[src/rtl/fwd_hazard_unit.sv]
// Forwarding select and load-use hazard controller for a 5-stage RISC-V pipeline.
// Define HAZARD_STALL_EN to build in load-use stall, bubble-on-stall and the stall counter.

module fwd_sel #(
  parameter int REG_AW = 5
) (
  input  logic [REG_AW-1:0] rs_i,
  input  logic [REG_AW-1:0] ex_mem_rd_i,
  input  logic              ex_mem_rw_i,
  input  logic              ex_mem_mr_i,
  input  logic [REG_AW-1:0] mem_wb_rd_i,
  input  logic              mem_wb_rw_i,
  output logic [1:0]        sel_o
);
  logic ex_hit, wb_hit;

  // A load still in EX/MEM has no data yet, so it may only match from MEM/WB.
  assign ex_hit = ex_mem_rw_i && (ex_mem_rd_i != '0) && (ex_mem_rd_i == rs_i) && !ex_mem_mr_i;
  assign wb_hit = mem_wb_rw_i && (mem_wb_rd_i != '0) && (mem_wb_rd_i == rs_i);

  always_comb begin
    sel_o = 2'b00;
    if (ex_hit)      sel_o = 2'b10;
    else if (wb_hit) sel_o = 2'b01;
  end
endmodule

module fwd_hazard_unit #(
  parameter int REG_AW = 5,
  parameter int CNT_W  = 32
) (
  input  logic              clk_i,
  input  logic              rst_i,
  input  logic [REG_AW-1:0] id_rs1_i,
  input  logic [REG_AW-1:0] id_rs2_i,
  input  logic [REG_AW-1:0] id_rd_i,
  input  logic              id_regwrite_i,
  input  logic              id_memread_i,
  input  logic              flush_i,
  output logic [1:0]        fwd_a_o,
  output logic [1:0]        fwd_b_o,
  output logic              stall_o,
  output logic [CNT_W-1:0]  stall_cnt_o
);
  localparam int NOPS = 2;

  typedef struct packed {
    logic [REG_AW-1:0] rs1;
    logic [REG_AW-1:0] rs2;
    logic [REG_AW-1:0] rd;
    logic              regwrite;
    logic              memread;
  } id_ex_t;

  typedef struct packed {
    logic [REG_AW-1:0] rd;
    logic              regwrite;
    logic              memread;
  } ex_mem_t;

  typedef struct packed {
    logic [REG_AW-1:0] rd;
    logic              regwrite;
  } mem_wb_t;

  id_ex_t  id_ex_q,  id_ex_d;
  ex_mem_t ex_mem_q, ex_mem_d;
  mem_wb_t mem_wb_q, mem_wb_d;

  logic                         bubble;
  logic [NOPS-1:0][REG_AW-1:0]  op_rs;
  logic [NOPS-1:0][1:0]         op_sel;

  assign op_rs[0] = id_ex_q.rs1;
  assign op_rs[1] = id_ex_q.rs2;

  for (genvar g = 0; g < NOPS; g++) begin : g_op
    fwd_sel #(.REG_AW(REG_AW)) u_sel (
      .rs_i        (op_rs[g]),
      .ex_mem_rd_i (ex_mem_q.rd),
      .ex_mem_rw_i (ex_mem_q.regwrite),
      .ex_mem_mr_i (ex_mem_q.memread),
      .mem_wb_rd_i (mem_wb_q.rd),
      .mem_wb_rw_i (mem_wb_q.regwrite),
      .sel_o       (op_sel[g])
    );
  end

  assign fwd_a_o = op_sel[0];
  assign fwd_b_o = op_sel[1];

`ifdef HAZARD_STALL_EN
  logic             load_use;
  logic [CNT_W-1:0] stall_cnt_q, stall_cnt_d;

  assign load_use = id_ex_q.memread && (id_ex_q.rd != '0) &&
                    ((id_ex_q.rd == id_rs1_i) || (id_ex_q.rd == id_rs2_i));
  assign stall_o  = load_use;
  assign bubble   = load_use || flush_i;

  always_comb begin
    stall_cnt_d = stall_cnt_q;
    if (load_use) stall_cnt_d = stall_cnt_q + 1'b1;
  end

  always_ff @(posedge clk_i) begin
    if (rst_i) stall_cnt_q <= '0;
    else       stall_cnt_q <= stall_cnt_d;
  end

  assign stall_cnt_o = stall_cnt_q;
`else
  assign stall_o     = 1'b0;
  assign stall_cnt_o = '0;
  assign bubble      = flush_i;
`endif

  always_comb begin
    id_ex_d = '{rs1: id_rs1_i, rs2: id_rs2_i, rd: id_rd_i,
                regwrite: id_regwrite_i, memread: id_memread_i};
    if (bubble) id_ex_d = '0;
    ex_mem_d = '{rd: id_ex_q.rd, regwrite: id_ex_q.regwrite, memread: id_ex_q.memread};
    mem_wb_d = '{rd: ex_mem_q.rd, regwrite: ex_mem_q.regwrite};
  end

  always_ff @(posedge clk_i) begin
    if (rst_i) begin
      id_ex_q  <= '0;
      ex_mem_q <= '0;
      mem_wb_q <= '0;
    end else begin
      id_ex_q  <= id_ex_d;
      ex_mem_q <= ex_mem_d;
      mem_wb_q <= mem_wb_d;
    end
  end
endmodule

[config.mk]
export PLATFORM = sky130hd
export DESIGN_NAME = fwd_hazard_unit
export DESIGN_NICKNAME = d
export VERILOG_FILES = /design/src/rtl/fwd_hazard_unit.sv
export SDC_FILE = /design/constraint.sdc
export NUM_CORES = 1
export LEC_CHECK = 0
export CAP_MARGIN = 10
export CORE_MARGIN = 10
export CORE_UTILIZATION = 29
export CTS_CLUSTER_DIAMETER = 120
export DETAILED_ROUTE_END_ITERATION = 7
export MAX_ROUTING_LAYER = met4
export SETUP_SLACK_MARGIN = 0.05
export SLEW_MARGIN = 40
export SYNTH_ARGS = -nofsm -noshare
export SYNTH_HDL_FRONTEND = slang
export SYNTH_SLANG_ARGS = --single-unit
[constraint.sdc]
create_clock -name clk_i -period 1.7 [get_ports clk_i]
set_input_delay 0.34 -clock clk_i [delete_from_list [all_inputs] [get_ports clk_i]]
set_output_delay 0.34 -clock clk_i [all_outputs]
set_load 0.05 [all_outputs]
; ---- Word-level counts from Yosys, hierarchy flattened
; Cells that the tools add are included.
[totals]
reg_bits = 30
in_bits = 20
out_inout_bits = 37
wordCells = 30
[op_classes]
n_eq_ne = 4
mux = 4
reduce_logical = 12
[op_table]
columns = op, count
row1 = $eq A5 B5 Y1, 4
row2 = $reduce_bool A5 Y1, 2
row3 = $logic_and A1 B1 Y1, 8
row4 = $mux W2, 2
row5 = $mux W1, 2
row6 = $reduce_or A2 Y1, 1
row7 = $logic_not A1 Y1, 1

; ---- Depth between registers and ports, before layout
[logic_depth]
depth_word = 5
depth_mapped = 4
mapped_depth_nobuf = 4

; ---- Cells and area by module
; From an unflattened synthesis, not the netlist that was laid out.
[hier_totals]
cells_unflattened = 143
area_unflattened_um2 = 1495.2
[by_module_without_submodules]
columns = module, n_inst, cells_each, area_per_inst_um2
row1 = fwd_hazard_unit, 1, 99, 1157.4
row2 = fwd_sel, 2, 22, 168.9

; ---- Least setup slack after synthesis
; Ideal clock, no wire load.
[synth_timing]
path_type = register to output
start = register ex_mem_q[2] (netlist name)
end = output fwd_b_o[0]
arrival_time_ns = 2.011
required_time_ns = 1.360
slack_ns = -0.651
stages_incl_launch_ff = 5
cell_sequence = dfxtp_1 > or4_1 > nor2_2 > nor4_1 > nor4_2
[synth_via]
elab_chain_len = 5
elab_cells_between_ends = 6
[synth_lines]
columns = element, line_no
row1 = from (decl), 67  ; ex_mem_t ex_mem_q, ex_mem_d;
row2 = from (signal assigned), 133  ; ex_mem_q <= ex_mem_d;
row3 = $reduce_bool A5 Y1, 18  ; assign ex_hit = ex_mem_rw_i && (ex_mem_rd_i != '0) && (ex_mem_rd_i == rs_i) && !ex_mem_mr_i;
row4 = $logic_and A1 B1 Y1, 18
row5 = $logic_and A1 B1 Y1 (*) (2 in series), 18
row6 = named net g_op[1].u_sel.ex_hit, 15  ; logic ex_hit, wb_hit;
row7 = $mux W2 (*), 23  ; if (ex_hit) sel_o = 2'b10;
row8 = to (decl), 41  ; output logic [1:0] fwd_b_o,
; The timed path passes the listed nets; every way through them passes the cells marked *.

; ---- Worst setup path in the final report
[layout_timing]
start = register ex_mem_q[2] (netlist name)
end = output fwd_b_o[0]
[layout_via]
elab_chain_len = 5
elab_cells_between_ends = 6
[layout_lines]
columns = element, line_no
row1 = $reduce_bool A5 Y1, 18
row2 = $logic_and A1 B1 Y1, 18
row3 = $logic_and A1 B1 Y1 (*) (2 in series), 18
row4 = $mux W2 (*), 23
; Every way passes the cells marked *; elsewhere a longest branch is shown, timed or not.

==> impl_table.tex <==
\begin{tabular}{lr}
\hline
Metric & Value \\
\hline
\multicolumn{2}{l}{\textbf{Timing}} \\
\quad Maximum clock frequency & 463 MHz \\
\quad Setup-violating endpoint count in the final report & 4 \\
\quad Final worst hold slack & 0.434 ns \\
\quad Period Utilization, post-route & 1.27 \\
\quad Setup repair after global routing missed its margin & true \\
\quad Final hold violation count & 0 \\
\quad Setup TNS after final layout & -1.46 ns \\
\quad Final clock skew & 0.00315 ns \\
\quad Final WS setup & -0.460 ns \\
\quad Max-slew violation total from the final report & 0 \\
\quad Tmin final & 2.16 ns \\
\multicolumn{2}{l}{\textbf{Route}} \\
\quad Wire length per cell after detailed routing & 10.9 um \\
\quad Max layer used & met4 \\
\quad Detailed-routing iteration count for the pre-antenna-repair pass & 3 \\
\quad Routed vias/inst & 3.62 \\
\quad Detailed Route Iter0 Violations & 37 \\
\quad M1 wire length & 970 um \\
\quad Post-route antenna net violation count & 0 \\
\quad Met2 layer wire length in the routed design & 1310 um \\
\quad Final routed wirelength across all metal layers & 2500 um \\
\quad Routed wl met3 & 145 um \\
\quad Drc violations & 0 \\
\quad Via total after detailed routing & 830 \\
\multicolumn{2}{l}{\textbf{Clocking}} \\
\quad Worst-Skew Late Latency & 0.27 ns \\
\quad Number of CTS-inserted buffers & 5 \\
\quad Number of H-tree levels & 2 \\
\quad Number of clock sinks & 30 \\
\quad Number of buffers on the longest clock path & 2 \\
\quad Clk root buf & clkbuf\_8 \\
\quad Clock transition at the register clock pins on the worst setup and hold paths after CTS & 0.06 ns \\
\quad Number of buffers inserted by hold repair at cts & 0 \\
\quad Post-CTS setup repair buffer count & 0 \\
\quad Clock tree from TritonCTS & done \\
\multicolumn{2}{l}{\textbf{Worst setup path}} \\
\quad Critical path launch point & ex\_mem\_q[2] \\
\quad Req. time, crit path & 1.36 ns \\
\quad Worst Path Class, Setup & reg2out \\
\quad Crit Reg-Reg Startpoint & ex\_mem\_q[2] \\
\quad Biggest fanout along the worst timing path & 3 \\
\quad Crit path capture type & output pin \\
\quad Critical Path Start Type & flip-flop \\
\quad Data arrival time at the worst-slack endpoint & 1.82 ns \\
\multicolumn{2}{l}{\textbf{Yosys}} \\
\quad Flip-flop and latch count after synthesis & 30 \\
\quad Area share of the largest cell type after synthesis & 0.447 \\
\quad Biggest area consumer among synthesized cells & dfxtp\_1 \\
\quad Top post-synthesis cells by area & dfxtp\_1 45\%, buf\_4 20\%, xnor2\_1 12\%, and2\_1 7.9\%, nor2b\_1 6.5\% \\
\quad Sequential share of the synthesized area & 0.447 \\
\quad Number of warnings issued by yosys & 0 \\
\quad Post-synthesis cell type count & 16 \\
\quad Syn Std Cell Area & 1350 sq um \\
\quad Mean area per synthesized cell & 9.96 sq um \\
\quad Count of mapped cells out of synthesis & 135 \\
\multicolumn{2}{l}{\textbf{Outcome}} \\
\quad Violations in the final reports & setup timing \\
\quad Outcome & finished, violations left \\
\multicolumn{2}{l}{\textbf{Floorplan}} \\
\quad Total number of placement rows & 24 \\
\quad Number of ports placed on the die boundary & 57 \\
\quad Starting Density & 0.305 \\
\quad Horiz. Die Dim & 88.1 um \\
\quad Height of the die & 88.1 um \\
\quad Die footprint & 7760 sq um \\
\quad Core outline area & 4410 sq um \\
\multicolumn{2}{l}{\textbf{Global routing}} \\
\quad Maximum number of pins on one net before global-route repair & 18 \\
\quad Initial antenna violation count & 0 \\
\quad Vias in the first global route & 905 \\
\quad GRT overflow & 0 \\
\quad Global-route wire length before repair & 3850 um \\
\quad Overall Global Routing Usage & 0.0664 \\
\multicolumn{2}{l}{\textbf{Final layout}} \\
\quad Commonest non-fill, non-tap cell in the layout & conb\_1 \\
\quad Most frequent cells in the layout & 33 x conb\_1, 27 x dfxtp\_1, 19 x clkdlybuf4s50\_1 \\
\quad Share of cells above drive strength 1 & 0.209 \\
\quad Nets@finish & 197 \\
\quad Final Instance Area & 1790 sq um \\
\quad Synth-to-layout area growth & 33.0\% \\
\quad Count of inserted antenna diode cells & 0 \\
\multicolumn{2}{l}{\textbf{Place}} \\
\quad Worst setup slack before clock tree synthesis & -0.141 ns \\
\quad Routability congestion estimate & 0.850 \\
\quad Port Buffer Count & 23 \\
\quad Post-place instance area & 1680 sq um \\
\quad Detailed Place HPWL & 2070 um \\
\multicolumn{2}{l}{\textbf{Pwr}} \\
\quad Fraction of power spent switching nets & 0.288 \\
\quad Worst VDD drop & 0.401 mV \\
\quad Areal power density over the cells & 863 nW/um\^{}2 \\
\quad Part of the total power dissipated in the clock network & 0.324 \\
\quad Share of total power in sequential cells & 0.481 \\
\quad Total leakage power & 0.742 nW \\
\quad Combinational Power Share & 0.196 \\
\quad Cell-internal power & 1.10 mW \\
\quad Psw & 444 uW \\
\multicolumn{2}{l}{\textbf{Hold path}} \\
\quad Hold WC Path Type & reg2reg \\
\quad Critical hold path startpoint & ex\_mem\_d[6] \\
\multicolumn{2}{l}{\textbf{Flow run}} \\
\quad Maximum capacitance violations & 0 \\
\hline
\end{tabular}
-- logic make-up (layout without fill, tap and decap cells) --
kind of cell  count (synthesis)  count (layout)  synth area share
simple gates                 47              47             0.220
buf+inv                      37              47             0.201
flops                        30              30             0.447
xor+xnor                     20              20             0.130
other cells                   1              33           0.00279
-- repair_timing --
action | CTS | global route
setup endpoints to repair | 4 | 4
gates resized for setup | 0 | 9
pin swaps | 0 | 3
-- synthesized netlist by cell type --
| master | n |
|---|---|
| and2_1 | 17 |
| buf_4 | 35 |
| clkbuf_1 | 2 |
| conb_1 | 1 |
| dfxtp_1 | 30 |
| nand2_1 | 3 |
| nand4_1 | 4 |
| nor2_1 | 2 |
| nor2_2 | 1 |
| nor2b_1 | 14 |
| nor3_1 | 1 |
| nor4_1 | 1 |
| nor4_2 | 2 |
| or4_1 | 2 |
| xnor2_1 | 18 |
| xor2_1 | 2 |
-- state kept, by name, indices dropped and copies added (netlist names) --
register  count
mem_wb_q      6
ex_mem_d      7
id_ex_q      10
ex_mem_q      7
-- per-layer routing --
layer / up-vias / GRT usage
met5: - / -
li1: 435 / -
met2: 29 / 0.104
met4: 0 / 0.0471
met3: 6 / 0.0260
met1: 360 / 0.0662
-- worst paths after layout --
check / endpoint / slack (ns) / depth (start not counted)
setup / recovery: fwd_b_o[0] / -0.46 / 5
setup reg to reg: mem_wb_q[1] / 1.02 / 2
hold / removal: ex_mem_q[6] / 0.43 / 1
hold reg to reg: ex_mem_q[6] / 0.43 / 1
-- power by group through the flow --
stage	clock network [mW]	registers, mW	logic (mW)
after floorplan	0	0.754	0.277
after CTS	0.517	0.741	0.291
after global routing	0.549	0.745	0.321
final	0.499	0.742	0.302
after global placement	0	0.756	0.290
after detailed placement	0	0.756	0.291
-- metrics by stage --
step / util / total power [mW] / std cells
floorplan: - / 1.03 / 167
global placement: 0.380 / 1.05 / 222
detailed placement: 0.380 / 1.05 / 222
CTS: 0.397 / 1.55 / 229
global route: 0.405 / 1.61 / 229
finish: 0.405 / 1.54 / 229
-- critical path, cell delays in order, from the launching register on --
cell and delay (ns):
dfxtp_2 0.33, or4_4 0.54, nor2_4 0.14, nor4_4 0.06, nor4_4 0.30, buf_12 0.18
-- layout make-up --
type                            count  area [sq um]
Clock buffer                        7          76.3
Fill cell                         457          2630
Multi-Input combinational cell    100           646
Sequential cell                    30           604
Tap cell                           52          65.1
Timing Repair Buffer               40           398
(Power assumes the default switching activity.)
